===== src/rtl/icosoc_irq_arbiter.sv =====
// icosoc_irq_arbiter
//   Latches one-cycle IRQ pulses from up to NUM_SRC peripherals as pending bits,
//   arbitrates the enabled ones onto a single CPU interrupt line and holds that
//   line, with the winning source ID, until software writes end-of-interrupt.
//   Register access uses the icosoc ctrl bus (one-cycle ctrl_done handshake).
//
//   Optional feature macro: ICOSOC_IRQARB_RR_EN
//     defined   -> CONFIG bit1 (rr_mode) selects round-robin arbitration that
//                  starts scanning at the source after the last one serviced.
//     undefined -> fixed priority only (lowest index wins), CONFIG bit1 reads 0.
module icosoc_irq_arbiter #(
  parameter int NUM_SRC = 8
) (
  input  logic               clk,
  input  logic               resetn,
  input  logic               ctrl_wr,
  input  logic               ctrl_rd,
  input  logic [7:0]         ctrl_addr,
  input  logic [31:0]        ctrl_wdat,
  output logic [31:0]        ctrl_rdat,
  output logic               ctrl_done,
  input  logic [NUM_SRC-1:0] src_irq,
  output logic               cpu_irq,
  output logic [3:0]         cpu_irq_id
);

  // Register byte addresses
  localparam logic [7:0] ADDR_PENDING = 8'h00;
  localparam logic [7:0] ADDR_ENABLE  = 8'h04;
  localparam logic [7:0] ADDR_VECTOR  = 8'h08;
  localparam logic [7:0] ADDR_CONFIG  = 8'h0C;

  typedef enum logic {
    IDLE  = 1'b0,
    SERVE = 1'b1
  } state_e;

  state_e state_q, state_d;

  logic [NUM_SRC-1:0] pending_q, pending_d;
  logic [NUM_SRC-1:0] enable_q, enable_d;
  logic               gen_en_q, gen_en_d;
  logic               rr_mode;
  logic [3:0]         cur_id_q, cur_id_d;
  logic               ctrl_done_q, ctrl_done_d;
  logic [31:0]        ctrl_rdat_q, ctrl_rdat_d;

`ifdef ICOSOC_IRQARB_RR_EN
  logic               rr_mode_q, rr_mode_d;
  logic [3:0]         rr_ptr_q, rr_ptr_d;
`endif

  // Bus decode
  logic               accept;
  logic               wr_acc;
  logic               rd_acc;
  logic               sel_pending;
  logic               sel_enable;
  logic               sel_vector;
  logic               sel_config;

  // Arbitration / service control
  logic [NUM_SRC-1:0] cand;
  logic [3:0]         win_id;
  logic               start;
  logic               eoi;
  logic [3:0]         next_ptr;

  // Only the low bits of write data are meaningful; fold the rest into a sink.
  logic               unused_wdat;
  assign unused_wdat = ^ctrl_wdat;

  assign accept      = (ctrl_wr | ctrl_rd) && !ctrl_done_q;
  assign wr_acc      = accept && ctrl_wr;
  assign rd_acc      = accept && ctrl_rd;
  assign sel_pending = (ctrl_addr == ADDR_PENDING);
  assign sel_enable  = (ctrl_addr == ADDR_ENABLE);
  assign sel_vector  = (ctrl_addr == ADDR_VECTOR);
  assign sel_config  = (ctrl_addr == ADDR_CONFIG);

  assign cand  = pending_q & enable_q;
  assign start = (state_q == IDLE) && gen_en_q && (cand != '0);
  // A VECTOR write only means EOI while a source is in service.
  assign eoi   = wr_acc && sel_vector && (state_q == SERVE);

  // Pointer for round-robin: source after the one just serviced, wrapping.
  assign next_ptr = (cur_id_q == 4'(NUM_SRC - 1)) ? 4'd0 : cur_id_q + 4'd1;

`ifdef ICOSOC_IRQARB_RR_EN
  assign rr_mode = rr_mode_q;
`else
  assign rr_mode = 1'b0;
`endif

  // Winner selection: lowest set candidate, or first set at/after rr_ptr.
  always_comb begin
    // NOTE: every combinational output gets a default first so no path leaves it unassigned (no latch).
    win_id = 4'd0;
    if (!rr_mode) begin
      for (int i = NUM_SRC - 1; i >= 0; i--) begin
        if (cand[i]) win_id = 4'(i);
      end
    end
`ifdef ICOSOC_IRQARB_RR_EN
    else begin
      logic found;
      int   idx;
      found = 1'b0;
      idx   = 0;
      for (int k = 0; k < NUM_SRC; k++) begin
        idx = int'(rr_ptr_q) + k;
        if (idx >= NUM_SRC) idx = idx - NUM_SRC;
        if (!found && cand[idx]) begin
          found  = 1'b1;
          win_id = 4'(idx);
        end
      end
    end
`endif
  end

  // Pending bits: W1C and EOI clear, new pulses set; a set in the same cycle wins.
  always_comb begin
    logic [NUM_SRC-1:0] clr;
    clr = '0;
    if (wr_acc && sel_pending) clr = ctrl_wdat[NUM_SRC-1:0];
    for (int i = 0; i < NUM_SRC; i++) begin
      if (eoi && (cur_id_q == 4'(i))) clr[i] = 1'b1;
    end
    pending_d = (pending_q & ~clr) | src_irq;
  end

  // Configuration registers, service ID capture and round-robin pointer.
  always_comb begin
    enable_d = enable_q;
    gen_en_d = gen_en_q;
    cur_id_d = cur_id_q;
`ifdef ICOSOC_IRQARB_RR_EN
    rr_mode_d = rr_mode_q;
    rr_ptr_d  = rr_ptr_q;
`endif
    if (wr_acc && sel_enable) enable_d = ctrl_wdat[NUM_SRC-1:0];
    if (wr_acc && sel_config) begin
      gen_en_d = ctrl_wdat[0];
`ifdef ICOSOC_IRQARB_RR_EN
      rr_mode_d = ctrl_wdat[1];
`endif
    end
    if (start) cur_id_d = win_id;
`ifdef ICOSOC_IRQARB_RR_EN
    if (eoi) rr_ptr_d = next_ptr;
`endif
  end

  // Bus response: one-cycle done pulse with registered read data.
  always_comb begin
    ctrl_done_d = accept;
    ctrl_rdat_d = 32'd0;
    if (rd_acc) begin
      unique case (1'b1)
        sel_pending: ctrl_rdat_d = 32'(pending_q);
        sel_enable:  ctrl_rdat_d = 32'(enable_q);
        sel_vector:  ctrl_rdat_d = {(state_q == SERVE), 27'd0, cur_id_q};
        sel_config:  ctrl_rdat_d = {30'd0, rr_mode, gen_en_q};
        default:     ctrl_rdat_d = 32'd0;
      endcase
    end
  end

  // FSM next state: arbitrate in IDLE, leave SERVE only on EOI.
  always_comb begin
    state_d = state_q;
    unique case (state_q)
      IDLE:    if (start) state_d = SERVE;
      SERVE:   if (eoi)   state_d = IDLE;
      default: state_d = IDLE;
    endcase
  end

  // FSM outputs: line and ID are driven straight from state, so they are glitch-free.
  always_comb begin
    cpu_irq    = 1'b0;
    cpu_irq_id = 4'd0;
    if (state_q == SERVE) begin
      cpu_irq    = 1'b1;
      cpu_irq_id = cur_id_q;
    end
  end

  // FSM state register.
  always_ff @(posedge clk) begin
    // NOTE: clocked state uses non-blocking assignments so all registers update from pre-edge values.
    if (!resetn) state_q <= IDLE;
    else         state_q <= state_d;
  end

  // Datapath registers with synchronous active-low reset.
  always_ff @(posedge clk) begin
    if (!resetn) begin
      pending_q   <= '0;
      enable_q    <= '0;
      gen_en_q    <= 1'b0;
      cur_id_q    <= 4'd0;
      ctrl_done_q <= 1'b0;
      ctrl_rdat_q <= 32'd0;
    end else begin
      pending_q   <= pending_d;
      enable_q    <= enable_d;
      gen_en_q    <= gen_en_d;
      cur_id_q    <= cur_id_d;
      ctrl_done_q <= ctrl_done_d;
      ctrl_rdat_q <= ctrl_rdat_d;
    end
  end

`ifdef ICOSOC_IRQARB_RR_EN
  // Round-robin mode bit and pointer.
  always_ff @(posedge clk) begin
    if (!resetn) begin
      rr_mode_q <= 1'b0;
      rr_ptr_q  <= 4'd0;
    end else begin
      rr_mode_q <= rr_mode_d;
      rr_ptr_q  <= rr_ptr_d;
    end
  end
`endif

  assign ctrl_done = ctrl_done_q;
  assign ctrl_rdat = ctrl_rdat_q;

endmodule


===== config.mk =====
export PLATFORM = sky130hd
export DESIGN_NAME = icosoc_irq_arbiter
export DESIGN_NICKNAME = d
export VERILOG_FILES = /design/src/rtl/icosoc_irq_arbiter.sv
export SDC_FILE = /design/constraint.sdc
export NUM_CORES = 1
export LEC_CHECK = 0
export CAP_MARGIN = 20
export CELL_PAD_IN_SITES_DETAIL_PLACEMENT = 0
export CELL_PAD_IN_SITES_GLOBAL_PLACEMENT = 1
export CORE_UTILIZATION = 30
export DETAILED_ROUTE_END_ITERATION = 16
export GPL_TIMING_DRIVEN = 1
export PLACE_DENSITY_LB_ADDON = 0.1
export SLEW_MARGIN = 20
export SYNTH_ARGS = -nofsm -noshare
export SYNTH_HDL_FRONTEND = slang
export SYNTH_SLANG_ARGS = --single-unit

===== constraint.sdc =====
create_clock -name clk -period 4.85 [get_ports clk]
set_clock_uncertainty 0.1 [all_clocks]
set_input_delay 0.97 -clock clk [delete_from_list [all_inputs] [get_ports clk]]
set_output_delay 0.97 -clock clk [all_outputs]
set_load 0.02 [all_outputs]

After elaboration in Yosys (flattened, before gate mapping)
Cells that the tools add are included.
{"block": "classes", "n_addsub": 0, "mul": 0, "div": 0, "magnitude_cmp": 0, "n_eq_ne": 10, "shift": 0, "n_mux": 23, "bitwise": 6, "reduce_logical": 23}
{"operator": "$pmux W32 S4", "n": 1}
{"operator": "$mux W4", "n": 6}
{"operator": "$logic_and A1 B1 Y1", "n": 18}
{"operator": "$and A8 B8 Y8", "n": 2}
{"operator": "$eq A4 B3 Y1 const B", "n": 4}
{"operator": "$eq A8 B4 Y1 const B", "n": 2}
{"operator": "$mux W1", "n": 11}
{"operator": "$mux W3", "n": 3}
{"operator": "$eq A4 B2 Y1 const B", "n": 2}
{"operator": "$eq A8 B3 Y1 const B", "n": 1}
{"operator": "$logic_not A8 Y1", "n": 1}
{"operator": "$mux W8", "n": 1}
{"operator": "$not A8 Y8", "n": 1}
{"operator": "$or A8 B8 Y8", "n": 1}
{"operator": "$reduce_bool A8 Y1", "n": 1}
{"operator": "$eq A4 B1 Y1 const B", "n": 1}
{"operator": "$logic_not A4 Y1", "n": 1}
{"operator": "$pmux W1 S2", "n": 1}
{"operator": "$reduce_and A2 Y1", "n": 1}
{"operator": "$logic_not A1 Y1", "n": 1}
{"operator": "$not A1 Y1", "n": 1}
{"operator": "$or A1 B1 Y1", "n": 1}
{"block": "word_totals", "register_bits": 55, "latchBits": 0, "ramBits": 0, "mem_bits_ro": 0, "n_memories": 0}

Longest topological paths before layout
{"block": "logic_depth", "word_depth": 10, "mapped_depth": 5, "mapped_depth_nobuf": 4}

Least setup slack after synthesis
OpenSTA, ideal clock, no wires.
{"block": "synth_timing", "path_kind": "input-to-reg", "startpoint": "in ctrl_addr[7]", "endpoint": "reg pending_q[2]", "setup_ps": 122, "arrival_ps": 2179, "required_ps": 4628, "setup_slack_ps": 2449, "path_stages": 4, "path_buffers": 0, "path_cell_list": "nor4b_4 -> nand2_2 -> or3_4 -> o311a_1"}
{"block": "synth_between", "elab_chain_cells": 8, "elab_cells_between_ends": 11, "cone_classes": "1 x eq/ne; 2 x mux; 3 x bitwise; 5 x reduce/logical"}
{"element": "start, declared", "line_no": "18", "source": "input logic [7:0] ctrl_addr,"}
{"element": "$eq A8 B4 Y1", "line_no": "78", "source": "assign sel_vector = (ctrl_addr == ADDR_VECTOR);"}
{"element": "$logic_and A1 B1 Y1 (2 in series)", "line_no": "84", "source": "assign eoi = wr_acc && sel_vector && (state_q == SERVE);"}
{"element": "$logic_and A1 B1 Y1", "line_no": "128", "source": "if (eoi && (cur_id_q == 4'(i))) clr[i] = 1'b1;"}
{"element": "$mux W1 *", "line_no": "128"}
{"element": "$not A8 Y8 *", "line_no": "130", "source": "pending_d = (pending_q & ~clr) | src_irq;"}
{"element": "$and A8 B8 Y8 *", "line_no": "130"}
{"element": "$or A8 B8 Y8 *", "line_no": "130"}
{"element": "end signal, assigned", "line_no": "207", "source": "pending_q <= pending_d;"}
{"element": "end, declared", "line_no": "40", "source": "logic [NUM_SRC-1:0] pending_q, pending_d;"}
Mark *: on every way between the ends. The rest lies on a longest branch, timed or not.
A chain may end at the register's enable or synchronous reset.

Final worst setup path
{"block": "layout_timing", "startpoint": "in ctrl_addr[7]", "endpoint": "reg pending_q[7]"}
The elaborated chain is that of the path after synthesis.

==> results.tsv <==
metric	value	unit
synth_common_cells	dfxtp_1 (31), buf_4 (24), mux2i_1 (14), nor2_1 (13), nor2b_1 (12)	
gr-usage-all-layers	14.8	%
synth_edf_count	0	
cts_resized	0	
crit_path_start_kind	input port	
vias	1395	
ios	90	
yosysMostFrequentCell	dfxtp_1	
r2r-end	pending_q[7]$_SDFF_PN0_	
root_buffer	clkbuf_8	
instances_no_fill	295	
syn_to_final_growth	30.6	%
die_area	0.00585	mm2
synth_seq_cells	31	
start_util	31.8	%
endpoint_kind	register	
critPathSlowestCell	nor4b_4	
worst_pin_slew	0.745	ns
avgSynthCellArea	9.20	um2
grt_overflow	0	
grt_max_degree	24	
setup_viol	0	
yosys-top-cells-area	dfxtp_1 (37%), buf_4 (11%), mux2i_1 (8.4%), nor2b_1 (4.5%), o311a_1 (3.6%)	
synth_cell_type_count	37	
setup_tns	0	ns
crit_type	in2reg	
hold-worst-slack	0.421	ns
clk_latency	0.28	ns
power.total	0.600	mW
core	0.00524	mm2
rows	26	
wl	4120	um
hold_viol	0	
cp_slowest_stage_delay	0.64	ns
drive_gt1_share	7.56	%
status	finished clean	
yosysTopAreaCell	dfxtp_1	
irDropWorstVdd	126	uV
antenna_cells	0	
fillCellCount	520	
cts_made_buffers	5	
dp_hpwl	3160	um
drc	0	
arrival	3.03	ns
yosys_warnings	0	
p_leak	0.885	nW
grt_pass1_vias	1323	
portBuffers	41	
viasPerCell	4.73	
rsz0062_at_grt	false	
drtIter0Drc	74	
chipWidth	76.5	um
cts.sinks	31	
synthesis.area	0.00167	mm2
critPathMaxFanout	9	
first_pass_iters	4	
synth-seq-area-share	37.3	%
hold_path.class	reg2reg	
hold_path_end	enable_q[0]$_SDFFE_PN0P_	
htree_num_levels	2	
path_delay_family	simple AND/OR/NAND/NOR gates	
whs_path_depth	2	
clk_pin_slew	0.06	ns
wl_per_cell	14.0	um
drv_cap	0	
maxSlewViolCount	0	
place_inst	287	
synthArstFlopShare	0	%
cts_setup_buffers	0	
synthCells	181	
gp_congestion	0.819	
worstPathRequired	4.92	ns
die_h	76.5	um
cts_tree	done	
fin_crit	2.96	ns
min_from	enable_q[0]$_SDFFE_PN0P_	
ant_nets	0	
ff2ff_setup_slack	2.76	ns
synth_top_area_share	37.3	%
slew_headroom	50.2	%
fin_crit_sh	61.1	%
reg2reg_depth	4	
power_density	276	mW/mm2
antenna_found_initial	0	
cts_buffer_depth	2	
finalNetCount	276	
reg2reg_from	ctrl_done$_SDFF_PN0_	
cts-hold-fix-buffers	0	
path_cells	clkdlybuf4s50_1, nor4b_4, and2_1, nand3_1, o311a_1	
clock.fmax	0.337	GHz
path_buf_inv	1	
grt_first_pass_wirelength	6560	um
synth_ff_type	dfxtp_1	
==> metrics by stage <==
step / area (um2) / utilization (%) / setup slack (ns)
after floorplan: 1750 / - / 2.45
after global placement: 2060 / 39.3 / 1.60
after detailed placement: 2060 / 39.3 / 1.58
after CTS: 2170 / 41.5 / 1.87
after global routing: 2170 / 41.5 / 1.80
final: 2170 / 41.5 / 1.89
==> cells by family (layout without fill, tap and decap cells) <==
| group | after synthesis | in the layout | share of synthesized area, % |
|---|---|---|---|
| buffers and inverters | 32 | 53 | 12.7 |
| AO/OA/AOI/OAI | 39 | 39 | 17.7 |
| other | 1 | 24 | 0.225 |
| multiplexers | 15 | 15 | 9.77 |
| AND/OR/NAND/NOR | 63 | 63 | 22.4 |
| flip-flops | 31 | 31 | 37.3 |
==> worst register-to-register path, cell delays in order (launching register included) <==
cell and delay, ns:
dfxtp_1 0.36, nor4b_4 0.57, and2_1 0.31, nand3_1 0.25, o311a_1 0.39
==> sequential cells by signal, indices dropped and copies added (netlist names) <==
signal,cells
gen_en_q,1
pending_q,8
state_q,1
enable_q,8
ctrl_rdat,9
cur_id_q,3
ctrl_done,1
==> power by group <==
group	switching [mW]	leakage, nW	internal (mW)
logic	0.0385	0.571	0.0344
registers	0.00677	0.253	0.260
clock network	0.0943	0.0612	0.166
total	0.140	0.885	0.461
==> per-layer routing <==
layer,vias to the layer above,GRT usage (%),part of all wire [%]
li1,694,-,-
met1,630,17.6,44
met2,63,24.6,46
met3,8,4.55,7.5
met4,0,6.54,1.9
met5,-,0,0
==> cells in the final DEF (no fill, tap or decap), types with 2 or more instances in the layout <==
cell type        synthesis  layout
clkdlybuf4s50_1          0      41
dfxtp_1                 31      31
conb_1                   1      24
mux2i_1                 14      14
nor2_1                  13      13
nor2b_1                 12      12
nand2_1                  9       9
nand4_1                  9       9
a21oi_1                  8       8
a21o_1                   6       6
o311a_1                  6       6
clkbuf_8                 0       6
and2_1                   4       4
a22oi_1                  4       4
inv_1                    3       3
nand3_1                  3       3
nand2b_1                 3       3
o21ai_0                  3       3
a21boi_0                 2       2
a32oi_1                  2       2
a31oi_1                  2       2
or3_1                    2       2
o221a_2                  2       2
==> layout make-up <==
class                      instances  area [um2]  area share (%)
clock buffer                       6        82.6            3.80
tap                               70        87.6            4.03
multi-input combinational        141         920            42.3
inverter                           3        11.3           0.518
clock inverter                     2        35.0            1.61
timing repair buffer              42         418            19.2
sequential                        31         621            28.5
==> worst max-delay path by stage <==
stage	cells after the start	start	endpoint
final	5	ctrl_addr[7]	pending_q[7]$_SDFF_PN0_
after global routing	5	ctrl_addr[2]	enable_q[5]$_SDFFE_PN0P_
after CTS	5	ctrl_addr[7]	pending_q[5]$_SDFF_PN0_
after detailed placement	5	ctrl_addr[7]	pending_q[5]$_SDFF_PN0_
after global placement	5	ctrl_addr[7]	pending_q[5]$_SDFF_PN0_
after floorplan	4	ctrl_addr[7]	pending_q[2]$_SDFF_PN0_
Power figures use the tool's default switching activity.
